**src/rtl/dynamic_branch_predictor.sv**
```systemverilog
// Fetch-stage branch predictor: 16 x 2-bit saturating-counter BHT plus 16 x 16-bit BTB,
// combinational lookup, decode-stage update. Optional macro DBP_WRITE_BYPASS_EN forwards same-index writes.
module dynamic_branch_predictor (
    input  logic        clk,
    input  logic        rst,
    input  logic [3:0]  PC_curr,
    input  logic [3:0]  IF_ID_PC_curr,
    input  logic [1:0]  IF_ID_prediction,
    input  logic        enable,
    input  logic        was_branch,
    input  logic        actual_taken,
    input  logic [15:0] actual_target,
    input  logic        branch_mispredicted,
    output logic [1:0]  prediction,
    output logic [15:0] predicted_target
);

    logic [1:0]  bht_q [16];
    logic [1:0]  bht_d [16];
    logic [15:0] btb_q [16];
    logic [15:0] btb_d [16];

    logic        bht_wr_s;
    logic        btb_wr_s;
    logic [1:0]  new_ctr_s;

    function automatic logic [1:0] next_counter(input logic [1:0] cur, input logic taken);
        logic [1:0] res;
        res = cur;
        case ({taken, cur})
            3'b1_11: res = 2'b11;
            3'b0_00: res = 2'b00;
            default: res = taken ? (cur + 2'd1) : (cur - 2'd1);
        endcase
        return res;
    endfunction

    // Update qualification; the counter is advanced from the pipelined prediction, not a table re-read
    always_comb begin
        bht_wr_s  = enable && was_branch;
        btb_wr_s  = bht_wr_s && actual_taken && branch_mispredicted;
        new_ctr_s = next_counter(IF_ID_prediction, actual_taken);
    end

    // Next-state for both tables
    always_comb begin
        bht_d = bht_q;
        btb_d = btb_q;
        if (bht_wr_s) begin
            bht_d[IF_ID_PC_curr] = new_ctr_s;
        end else begin
            bht_d = bht_q;
        end
        if (btb_wr_s) begin
            btb_d[IF_ID_PC_curr] = actual_target;
        end else begin
            btb_d = btb_q;
        end
    end

    // Table storage with synchronous reset taking priority over updates
    always_ff @(posedge clk) begin
        if (rst) begin
            bht_q <= '{default: 2'b00};
            btb_q <= '{default: 16'h0000};
        end else begin
            bht_q <= bht_d;
            btb_q <= btb_d;
        end
    end

    // Combinational lookup
    always_comb begin
        prediction       = bht_q[PC_curr];
        predicted_target = btb_q[PC_curr];
`ifdef DBP_WRITE_BYPASS_EN
        if (bht_wr_s && (PC_curr == IF_ID_PC_curr)) begin
            prediction = new_ctr_s;
            if (btb_wr_s) begin
                predicted_target = actual_target;
            end else begin
                predicted_target = btb_q[PC_curr];
            end
        end else begin
            prediction       = bht_q[PC_curr];
            predicted_target = btb_q[PC_curr];
        end
`else
        if (1'b0) begin
            prediction = 2'b00;
        end else begin
            prediction = bht_q[PC_curr];
        end
`endif
    end

endmodule

```
**config.mk**
```make
export PLATFORM = sky130hd
export DESIGN_NAME = dynamic_branch_predictor
export DESIGN_NICKNAME = d
export VERILOG_FILES = /design/src/rtl/dynamic_branch_predictor.sv
export SDC_FILE = /design/constraint.sdc
export NUM_CORES = 1
export LEC_CHECK = 0
export ABC_AREA = 1
export CAP_MARGIN = 20
export CORE_AREA = 3 3 160 162
export CTS_BUF_LIST = sky130_fd_sc_hd__clkbuf_8
export CTS_CLUSTER_DIAMETER = 50
export DETAILED_ROUTE_END_ITERATION = 7
export DIE_AREA = 0 0 163 165
export PLACE_DENSITY = 0.82
export SYNTH_ARGS = -nofsm -noshare
export SYNTH_HDL_FRONTEND = slang
export SYNTH_SLANG_ARGS = --single-unit
```
**constraint.sdc**
```tcl
create_clock -name clk -period 1.6 [get_ports clk]
set_input_delay 0.32 -clock clk [delete_from_list [all_inputs] [get_ports clk]]
set_output_delay 0.32 -clock clk [all_outputs]
set_load 0.005 [all_outputs]
```
# ---- Word-level counts from Yosys, hierarchy flattened
# Index checks and enable logic that the tools add are counted.
dict set report classes {
  n_reduce_logical 5
  bitwise_logic 2
  add_sub_neg 2
  magnitude_cmp 3
  n_eq_ne 1
  muxes 14
}
# cell n
set op_table {}
lappend op_table {{bitwise mux 256 bit} 1}
lappend op_table {{binary-select mux 16 bit (select 4 bit)} 1}
lappend op_table {{demux 16 bit (select 4 bit)} 1}
lappend op_table {{2-to-1 mux 16 bit} 3}
lappend op_table {{bitwise mux 32 bit} 1}
lappend op_table {{>= comparator 5 bit (second input constant)} 2}
lappend op_table {{NOT 4 -> 5 bit} 2}
lappend op_table {{binary-select mux 2 bit (select 4 bit)} 1}
lappend op_table {{demux 2 bit (select 4 bit)} 1}
lappend op_table {{2-to-1 mux 2 bit} 4}
lappend op_table {{less-than comparator 5 x 1 -> 1 bit (second input constant)} 1}
lappend op_table {{logical AND 1 bit} 4}
lappend op_table {{case mux 2 bit (2 select lines)} 1}
lappend op_table {{== test 3 bit (second input constant)} 1}
lappend op_table {{logical NOT 3 bit} 1}
lappend op_table {{adder 2 x 1 -> 2 bit (second input constant)} 1}
lappend op_table {{subtractor 2 x 1 -> 2 bit (second input constant)} 1}
dict set report word_totals {
  wordCells 59
  output_inout_bits 18
  inputBits 32
  ff_bits 288
}

# ---- Logic depth before layout (Yosys ltp)
# Gate-level depths: netlist of run 1.
dict set report depth {
  word_depth 6
  mapped_depth 9
  mapped_depth_nobuf 8
}

# ---- Worst setup path after synthesis of run 1
# No wires, ideal clock.
dict set report synth_path {
  path_type {input -> output}
  startpoint {input port PC_curr[1]}
  endpoint {output port predicted_target[1]}
  stages 8
  setup_slack_ps -30
  path_buffers 3
  t_arrival_ps 1310
  required_time_ps 1280
  path_cell_list {clkbuf_1 -> inv_1 -> buf_2 -> clkbuf_1 -> nand3_1 -> nand3_1 -> nand3_1 -> nand2_1}
}
dict set report synth_via {
  elab_chain_len 4
}
# element line
set synth_rtl {}
lappend synth_rtl {{start, declared} 6} ;# input logic [3:0] PC_curr,
lappend synth_rtl {{NOT 4 -> 5 bit (not written as such)} 75} ;# predicted_target = btb_q[PC_curr];
lappend synth_rtl {{binary-select mux 16 bit (select 4 bit)} 75}
lappend synth_rtl {{2-to-1 mux 16 bit (not written as such) (2 in series)} 75}
lappend synth_rtl {{end, declared} 15} ;# output logic [15:0] predicted_target
# No other way between the ends. The select of a mux whose other input is x is not followed.

# ---- Worst setup path in the final report of run 1
dict set report layout_path {
  startpoint {input port PC_curr[2]}
  endpoint {output port predicted_target[4]}
}
# The elaborated chain is that of the path after synthesis.

==> results.cfg, run 1 <==
[critical_path]
reg2reg_depth = 3
path_class = in2out
cp.arrival_ps = 1530
end_kind = output pin
critPathMaxFanout = 36
crit_required_ps = 1280
cp-start-kind = input pin

[finish]
nets = 2326
layout_commonest_cell = nor2_1
seqCellArea_mm2 = 0.00599
nFillCells = 1846
finalNonFillerCells = 2649
multi_input_area_mm2 = 0.00737
drive_above_1_share = 0.283
final_cell_mix = nor2_1 (453), nand2_1 (451), o21ai_0 (230), inv_1 (225), dfxtp_2 (178)
antenna_cells = 0
utilization = 0.732
areaGrowthSynthToFinish_pct = 28.1

[clock_tree]
clk_pin_slew_ps = 50
clock_path_buffers = 3
root_buffer = clkbuf_8
cts_tree = yes
clock_sinks = 288
cts_max_level = 2
cts_made_buffers = 48
clk_latency_ps = 550

[logic_synthesis]
synthXorXnorAreaFrac = 0
ys.warnings.count = 0
synth_compound_area_frac = 0.109
postSynthCellCount = 2197
synth-simple-area-share = 0.354
syn_nets = 2231
synth_adder_area_share = 0.00289
synth.avg_cell_area_um2 = 6.30
syn_area_mm2 = 0.0138
synth_top_family_by_area = simple AND/OR/NAND/NOR gates
synth_cell_types = 21
seq_area_frac_synth = 0.416
synth-seq-cells = 288
synth_mux_area_frac = 0

[min_path]
worstHoldPathType = in2reg
hold_depth = 4

[drt]
wl_per_cell_um = 16.6
drt_first_pass_iters = 6
via_per_inst = 5.52
ant_nets = 0
vias = 14627
totalWireLength_mm = 44.0
drt_iter0_drc = 1551
drc_errors = 0

[floorplan]
die_width_um = 163
core_mm2 = 0.0242
num_rows = 57
start_util = 0.571
pin_count = 50
design.die.area_mm2 = 0.0269
die_y_um = 165

[placement]
place.gp.congestion = 0.957
hpwl_mm = 28.3
io_buffers = 49
dp.cells = 2560

[timing]
fin_skew_ps = 0
max_freq_mhz = 539
maxSlewViolCount = 0
hold_viol = 0
rsz0062_at_grt = yes
setup_viol = 18
finalCritPeriodShare = 1.16
setup_ws_ps = -255
finalCriticalPeriod_ps = 1850
relSlewSlack = 0.534
worstMarginPinSlew_ps = 700

[global_routing]
track_usage = 0.318
antenna_found_initial = 0
overflow = 0
grt_pass1_vias = 13923
grt_max_degree = 59
grt_pass1_wl_mm = 69.2

[power_and_ir_drop]
power_density_mw_per_mm2 = 854
ir_drop_v = 0.000622
p_total_mw = 15.1
leakage_nw = 7.32

[run]
cap_violations = 0

[run_status]
outcome = finished, violations left
violations = negative setup slack
## sequential cells by signal, summed over array words and instances (netlist names)
register	cells
bht_q	32
btb_q	256
## where the power goes
part	internal [mW]	switching (mW)	total, mW
combinational	0.679	1.13	1.81
clock	3.21	2.91	6.12
sequential	7.21	0.0164	7.22
total	11.1	4.06	15.1
## per-stage QoR
stage	setup TNS (ps)	worst slack (ps)	hold slack, ps	area, um^2
4_1_cts	-3540	-218	155	17200
2_1_floorplan	0	17.3	429	13900
3_5_place_dp	-105090	-763	440	15700
3_3_place_gp	-97390	-739	436	15700
6_report	-3730	-255	180	17700
5_1_grt	-4630	-328	193	17700
## Yosys cell counts
cell type | n | area, um^2
dfxtp_1 | 288 | 5770
clkbuf_1 | 87 | 327
a21oi_1 | 72 | 360
buf_8 | 1 | 15.0
clkbuf_2 | 4 | 20.0
nand2_1 | 514 | 1930
clkinv_2 | 7 | 35.0
buf_2 | 20 | 100
nor2_1 | 455 | 1710
buf_1 | 14 | 52.6
fa_1 | 2 | 40.0
clkinv_1 | 3 | 11.3
nor3_4 | 1 | 16.3
inv_1 | 238 | 893
buf_4 | 9 | 67.6
o21ai_0 | 230 | 1150
nand2_4 | 7 | 78.8
nand3_1 | 227 | 1140
buf_6 | 7 | 78.8
nor2_4 | 3 | 33.8
inv_2 | 8 | 30.0
## critical path, cell delays in order
cell	delay, ps
dlygate4sd2_1	280
buf_6	430
nand3_1	160
nand3_1	130
nand2_2	80
buf_6	120
## path summary, 6_finish.rpt
check,startpoint,to,slack [ps]
max,PC_curr[2],predicted_target[4],-250
min,rst,btb_q[239],180
max reg2reg,btb_q[229],btb_q[229],880
min reg2reg,bht_q[7],bht_q[7],450
## per-layer routing
layer	GRT usage	wire length, um
met1	0.379	16200
met2	0.534	20500
met4	0.205	3420
met5	0	0
met3	0.0492	3860
## timing repair
action                     4_1_cts  5_1_grt
hold buffers                     0        0
pin swaps                       95       89
setup endpoints to repair       18       18
buffers inserted                 1        5
gates resized for setup        287      217
hold endpoints to repair         0        0
## cells by family (layout without fill, tap and decap cells)
family                     count (synthesis)  in the layout
AOI/OAI and AO/OA                        302            302
and+or+nand+nor                         1207           1207
buffers and inverters                    398            526
DFF                                      288            288
adders and majority gates                  2              2
## area by class of cell
cell class | instances | share of cell area
sequential | 288 | 0.338
timing repair buffer | 187 | 0.118
inverter | 256 | 0.0550
multi-input combinational | 1511 | 0.416
clock inverter | 26 | 0.00614
clock buffer | 57 | 0.0442
tap | 324 | 0.0229
(Power assumes the default switching activity.)
==> run 2: changes to the inputs <==
- CAP_MARGIN: 20 -> 0
- REMOVE_ABC_BUFFERS: default -> 1
==> results.cfg, run 2 (synthesized netlist as in run 1, its figures left out) <==
[clock_tree]
clk_latency_ps = 570
clock_sinks = 288
cts_max_level = 2
clock_path_buffers = 3
cts_made_buffers = 50
clk_pin_slew_ps = 60
cts_tree = yes
root_buffer = clkbuf_8

[finish]
nFillCells = 1735
areaGrowthSynthToFinish_pct = 29.0
antenna_cells = 0
regMostFlops = btb_q
final_cell_mix = nand2_1 (471), nor2_1 (452), inv_1 (238), o21ai_0 (230), dfxtp_2 (179)
layout_commonest_cell = nand2_1
drive_above_1_share = 0.270
nets = 2322
largest_reg_flops = 256
final_area_mm2 = 0.0179
top_regs = btb_q x256, bht_q x32
finalNonFillerCells = 2649

[floorplan]
core_mm2 = 0.0242
pin_count = 50
die_width_um = 163
num_rows = 57
start_util = 0.571
die_y_um = 165
design.die.area_mm2 = 0.0269

[global_routing]
grt_max_degree = 61
grt_pass1_vias = 14180
overflow = 0
grt_pass1_wl_mm = 70.4
antenna_found_initial = 0
track_usage = 0.324

[drt]
drc_errors = 0
ant_nets = 0
wl_per_cell_um = 17.1
via_per_inst = 5.61
vias = 14859
drt_first_pass_iters = 6
totalWireLength_mm = 45.3
drt_iter0_drc = 1923

[placement]
hpwl_mm = 27.5
place_area_mm2 = 0.0157
dp.cells = 2548
place_ws_ps = -688
io_buffers = 49
place.gp.congestion = 0.906

[timing]
finalCritPeriodShare = 1.14
relSlewSlack = 0.571
setup_ws_ps = -219
setup_viol = 18
rsz0062_at_grt = yes
max_freq_mhz = 550
finalCriticalPeriod_ps = 1820
fin_hold_ws_ps = 210
maxSlewViolCount = 0
fin_skew_ps = 0
hold_viol = 0
worstMarginPinSlew_ps = 643

[min_path]
holdPathEnd = bht_q[21]
hold_depth = 4
worstHoldPathType = in2reg
holdCritStartpoint = rst

[critical_path]
end_kind = output pin
crit_chain = inv_1 > nand2_1 > nand3_2 > nand3_2 > nand3_2 > nand2_1 > buf_2
crit_required_ps = 1280
critPathTopFamily = simple AND/OR/NAND/NOR gates
crit_buf_inv = 2
reg2reg_depth = 4
crit_top_cell = nand3_2
worst-path-stages = 7
cp.arrival_ps = 1500
cp-start-kind = flop
r2r_setup_slack_ps = 780
path_class = reg2out
critPathMaxFanout = 2
cp_slowest_stage_delay_ps = 330
r2r-start = btb_q[92]
reg2reg_to = btb_q[92]
worst_path_max_delay_cell = dfxtp_2

[power_and_ir_drop]
ir_drop_v = 0.000704
power_density_mw_per_mm2 = 901
p_total_mw = 16.1
leakage_nw = 7.39

[run]
cap_violations = 0

[run_status]
outcome = finished, violations left
violations = negative setup slack
==> run 2: changes by cell type in the layout (fill, tap and decap cells not counted), moves of 10 or more <==
| cell | delta |
|---|---|
| buf_4 | -13 |
| inv_1 | +13 |
| inv_2 | -21 |
| nand2_1 | +20 |
| nand2_2 | -20 |
| nand3_2 | +10 |
==> run 2: metal layers <==
layer	vias to the layer above	global-route usage	wire length (um)
met2	857	0.539	21400
met3	204	0.0557	4430
met4	0	0.166	2180
li1	6978	-	-
met5	-	0	0
met1	6820	0.405	17300
==> run 2: report_power, final <==
group / internal (mW) / leakage (nW) / total (mW) / switching [mW]
Combinational: 0.686 / 4.39 / 1.82 / 1.14
Clock: 3.96 / 0.595 / 7.06 / 3.10
Sequential: 7.21 / 2.41 / 7.22 / 0.0160
Total: 11.9 / 7.39 / 16.1 / 4.25
==> run 2: per-stage QoR <==
step	utilization	TNS, ps
after floorplan	-	-380480
after global placement	0.646	-104150
after detailed placement	0.646	-116510
after CTS	0.715	-3170
after global routing	0.737	-4590
final	0.737	-3320
==> run 2: what timing repair did <==
item,in CTS,in global routing
resized for setup,280,186
hold buffers,0,0
pin swaps,92,75
buffers inserted,6,4
endpoints found under the hold margin,0,0
endpoints found under the setup margin,18,55
gates cloned,2,0
==> run 2: final cells by class <==
type | count | area [um^2] | share of cell area
multi-input combinational | 1511 | 7260 | 0.407
sequential | 288 | 5990 | 0.335
clock buffer | 65 | 895 | 0.0501
tap | 324 | 405 | 0.0227
inverter | 256 | 988 | 0.0553
clock inverter | 24 | 165 | 0.00924
timing repair buffer | 181 | 2160 | 0.121
==> run 2: worst max-delay path by stage <==
stage | from | end | slack (ps)
after floorplan | PC_curr[0] | predicted_target[12] | -1740
after global placement | PC_curr[2] | predicted_target[2] | -680
after detailed placement | PC_curr[2] | predicted_target[12] | -690
after CTS | btb_q[79] | predicted_target[15] | -210
after global routing | btb_q[188] | predicted_target[12] | -290
final | btb_q[157] | predicted_target[13] | -220
==> run 2: worst min-delay path, cell delays in order <==
cell and delay, ps:
buf_2 120, inv_4 140, o21ai_0 110, nor2_1 50
